[src/rtl/mac_sequencer.sv]
// Dot-product sequencer: streams (a,b) pairs into an external fused multiply-add
// and keeps the running fp32 accumulator, returning the sum over a valid/ready port.
module mac_sequencer #(
    parameter int LEN_W = 8
) (
    input  logic             clk,
    input  logic             rst,
    input  logic             start,
    input  logic [LEN_W-1:0] len,
    input  logic [31:0]      bias,
    input  logic             in_valid,
    output logic             in_ready,
    input  logic [15:0]      in_a,
    input  logic [15:0]      in_b,
    output logic [15:0]      fma_a,
    output logic [15:0]      fma_b,
    output logic [31:0]      fma_c,
    input  logic [31:0]      fma_out,
    output logic             res_valid,
    input  logic             res_ready,
    output logic [31:0]      res_data,
    output logic             busy,
    output logic [LEN_W-1:0] done_cnt
);

    typedef enum logic [1:0] {
        IDLE  = 2'd0,
        ACCUM = 2'd1,
        DONE  = 2'd2
    } state_t;

    localparam logic [LEN_W-1:0] ONE     = LEN_W'(1);
    localparam logic [LEN_W-1:0] CNT_MAX = '1;

    state_t           state, state_nx;
    logic [31:0]      acc, acc_nx;
    logic [LEN_W-1:0] rem, rem_nx;
    logic [LEN_W-1:0] cnt, cnt_nx;
    logic             accept;

    // Handshakes: a transfer happens on a rising edge where valid && ready are both
    // high; ready never looks at valid, and valid/data stay put until the transfer.
    assign in_ready  = (state == ACCUM);
    assign accept    = in_valid && in_ready;
    assign res_valid = (state == DONE);
    assign res_data  = acc;
    assign busy      = (state != IDLE);
    assign done_cnt  = cnt;

    // The multiply-add is external; this block only routes operands and the addend.
    assign fma_a = in_a;
    assign fma_b = in_b;
    assign fma_c = acc;

    always_comb begin
        state_nx = state;
        acc_nx   = acc;
        rem_nx   = rem;
        cnt_nx   = cnt;
        case (state)
            IDLE: begin
                if (start) begin
                    acc_nx = bias;
                    cnt_nx = '0;
                    if (len != '0) begin
                        rem_nx   = len;
                        state_nx = ACCUM;
                    end else begin
                        state_nx = DONE;
                    end
                end
            end
            ACCUM: begin
                if (accept) begin
                    acc_nx = fma_out;
                    rem_nx = rem - ONE;
                    cnt_nx = (cnt == CNT_MAX) ? cnt : cnt + ONE;
                    if (rem == ONE) begin
                        state_nx = DONE;
                    end
                end
            end
            DONE: begin
                if (res_ready) begin
                    state_nx = IDLE;
                end
            end
            default: begin
                state_nx = IDLE;
            end
        endcase
    end

    always_ff @(posedge clk) begin
        if (rst) begin
            state <= IDLE;
            acc   <= '0;
            rem   <= '0;
            cnt   <= '0;
        end else begin
            state <= state_nx;
            acc   <= acc_nx;
            rem   <= rem_nx;
            cnt   <= cnt_nx;
        end
    end

endmodule

[config.mk]
export PLATFORM = sky130hd
export DESIGN_NAME = mac_sequencer
export DESIGN_NICKNAME = d
export VERILOG_FILES = /design/src/rtl/mac_sequencer.sv
export SDC_FILE = /design/constraint.sdc
export NUM_CORES = 1
export LEC_CHECK = 0
export CORE_MARGIN = 1.5
export CORE_UTILIZATION = 32
export CTS_BUF_LIST = sky130_fd_sc_hd__clkbuf_2 sky130_fd_sc_hd__clkbuf_4 sky130_fd_sc_hd__clkbuf_8
export DETAILED_ROUTE_END_ITERATION = 7
export PLACE_DENSITY_LB_ADDON = 0.25
export SYNTH_ARGS = -nofsm -noshare
export SYNTH_HDL_FRONTEND = slang
export SYNTH_SLANG_ARGS = --single-unit
[constraint.sdc]
create_clock -name clk -period 1.61 [get_ports clk]
set_input_delay 0.2415 -clock clk [delete_from_list [all_inputs] [get_ports clk]]
set_output_delay 0.2415 -clock clk [all_outputs]
set_load 0.02 [all_outputs]
==> summary.md <==
| Metric | Value |
|---|---|
| Final #Nets | `around 600` |
| Placer Congestion | `about 0.85` |
| Syn Nets | `around 490` |
| Synth Flop Type | `dfxtp_1` |
| Post-synth top area share | `roughly a third` |
| Non-filler cells, final | `about 590` |
| Pleak | `0.00181 µW` |
| # port buffers | `151` |
| DR vias/cell | `approximately 5.0` |
| Final Critical Period | `1570 ps` |
| First-pass GRT wire length | `13800 µm` |
| VDD IR max | `between 0.3 and 0.4 mV` |
| Total Routing Usage GR | `approximately 17%` |
| Total gr overflow | `0` |
| Synth async-reset ratio | `0%` |
| Final wirelength | `around 8900 µm` |
| Dominant cell type by area after synthesis | `dfxtp_1` |
| Clock latency on the worst-skew pair | `about 300 ps` |
| Sequential power share | `between 30% and 40%` |
| Post-DP HPWL | `around 6600 µm` |
| Layout cells sized above 1 | `around 15%` |
| Synth warnings | `0` |
| Antenna violations before repair | `0` |
| CP arrival | `between 1500 and 2000 ps` |
| Final Hold Viols | `0` |
| Antenna diodes | `0` |
| Skew final | `around 4.6 ps` |
| Post-DRT Antenna Nets | `0` |
| Max Slew Vio Count | `0` |
| F_max | `around 0.64 GHz` |
| Combinational share of power | `about 44%` |
| Max-cap violation count | `0` |
| Worst-margin pin slew | `659 ps` |
| Placed cells | `a little under 600` |
| Seq/Total Area, Yosys | `between 30% and 40%` |
| Register clock-pin slew on the reported worst setup and hold paths | `~90 ps` |
| Row cnt | `35` |
| Hold Crit Class | `in -> reg` |
| Switching power of the nets | `roughly 1500 µW` |
| Final Util | `49.5%` |
| Die width | `approximately 100 µm` |
| Post-route DRC | `0` |
| FF+latch count, synth | `50` |
| CTS tree | `done` |
| DR iter-0 viols | `86` |
| Most numerous cell in the Yosys netlist | `nand2_1` |
| Initial Util | `32.7%` |
| Routed vias | `just under 3k` |
| Avg Inst Size Synth | `between 7 and 8 µm²` |
| Worst reg-to-reg setup slack | `80 ps` |
| Clock power frac | `20.7%` |
| PwrDens | `about 960 nW/µm²` |
| Hold_buf cts | `0` |
| H-Tree Depth | `2` |
| TritonCTS buffer count | `5` |
| CTS sink cnt | `50` |
| Switching power share of the total | `roughly a third` |
| Outcome | `finished clean` |
| Maximum fanout along the worst path | `8` |
| CTS Buffer Depth | `2` |
| CP Class | `in -> reg` |
| Number of synthesized flops with an enable pin | `0` |
| Fin crit share | `97.3%` |
| Post-Synthesis Cells | `around 380` |
| Core area | `between 9000 and 10000 µm²` |
| Final setup viols | `0` |
| Layout area overhead | `51.5%` |
| Drt pass-1 iters | `4` |
| Worst slew margin | `a little under three fifths` |
| Vias in the first global route | `~2.8k` |
| Int Pwr | `between 2000 and 3000 µW` |
| CP endpoint kind | `flop` |
| WP data required | `between 1500 and 2000 ps` |
| Top cells by count, synth | `nand2_1, buf_4, dfxtp_1` |
| Die footprint | `9940 µm²` |
| Die Ht | `99.7 µm` |
| Hold_ws | `between 300 and 400 ps` |
| Power Total | `between 4000 and 5000 µW` |
| Synth unique cells | `46` |
| DR WL/cell | `roughly 15 µm` |
| Largest net degree at the start of global routing | `40` |
| Root Buffer Master | `clkbuf_8` |
| Top post-synthesis cells by area | `dfxtp_1, buf_4, a311oi_1` |
| Startpoint Class | `input port` |
| Mapped Area | `around 3000 µm²` |
| IO Pins | `about 220` |
placed cells by master, fill, tap and decap left out, types with 2 or more instances in the layout:
master / count
clkdlybuf4s50_1: 130
nand2_1: 70
nor2_1: 45
dfxtp_1: 44
a311oi_1: 32
buf_4: 28
a21oi_1: 14
dlygate4sd2_1: 12
inv_1: 6
dlymetal6s2s_1: 6
clkbuf_8: 5
or3_1: 4
or4_1: 4
o21ai_0: 4
dfxtp_2: 4
buf_12: 4
nor3_2: 3
nor3_1: 3
o32ai_1: 3
a211oi_1: 3
nand3_1: 3
o31ai_1: 3
nand2b_4: 2
nor2b_1: 2
or4_4: 2
a311o_1: 2
or2_2: 2
ha_4: 2
clkinv_2: 2
dfxtp_4: 2
final cells by class:
type                       instances  area [µm²]
fill                             874        4620
clock buffer                       5        68.8
multi-input combinational        232        1440
tap                              111         139
timing repair buffer             184        1800
clock inverter                     3        40.0
sequential                        50        1010
inverter                           8        32.5
power by group through the flow:
stage                     Sequential, µW  Combinational (µW)  Clock (µW)
after CTS                           1530                1870         928
after global placement              1550                1850           0
final                               1540                1900         899
after global routing                1560                2040         978
after detailed placement            1560                1870           0
after floorplan                     1670                1090           0
registers in the layout, indices dropped and copies added, names as in the netlist:
signal and flops:
rem 8, done_cnt 8, fma_c 32, state 2
critical path, cell delays in order:
cell and delay, ps:
clkdlybuf4s50_1 410, or4_4 440, o311ai_4 300, buf_6 170, a211o_2 100, a21oi_1 50
kinds of logic after synthesis:
group / Yosys count / share of synthesized area, %
compound gates: 78 / 20.8
fa+ha+maj: 3 / 1.25
buf+inv: 97 / 21.8
flops: 50 / 33.5
mux: 1 / 0.502
simple gates: 150 / 22.2
metal layers:
metal	part of all wire (%)	wire [µm]	vias to the layer above	track usage, %
li1	-	-	1475	-
met1	43	3860	1381	20.8
met2	50	4410	109	29.8
met3	5.8	519	16	3.58
met4	1.1	99	0	4.23
met5	0	0	-	0
worst paths after layout:
| kind | start | cells after the start | endpoint |
|---|---|---|---|
| setup reg to reg | done_cnt[0] | 5 | done_cnt[6] |
| hold / removal | len[2] | 4 | rem[2] |
| hold reg to reg | rem[1] | 2 | rem[1] |
| setup / recovery | len[6] | 6 | rem[1] |
per-stage QoR:
step                setup WS [ps]  setup TNS, ps  area [µm²]
finish                       44.2              0        4530
global route                -7.08          -7.08        4530
CTS                          1.51              0        4440
detailed placement           -462         -11910        4340
global placement             -422         -10550        4340
floorplan                    40.0              0        3010
timing repair:
item                                    in CTS  in global routing
pin swaps                                    3                  5
endpoints found under the setup margin      20                 28
resized for setup                           18                 27
setup buffers                                0                  0
Note: power is estimated with default switching activity, not from simulation.
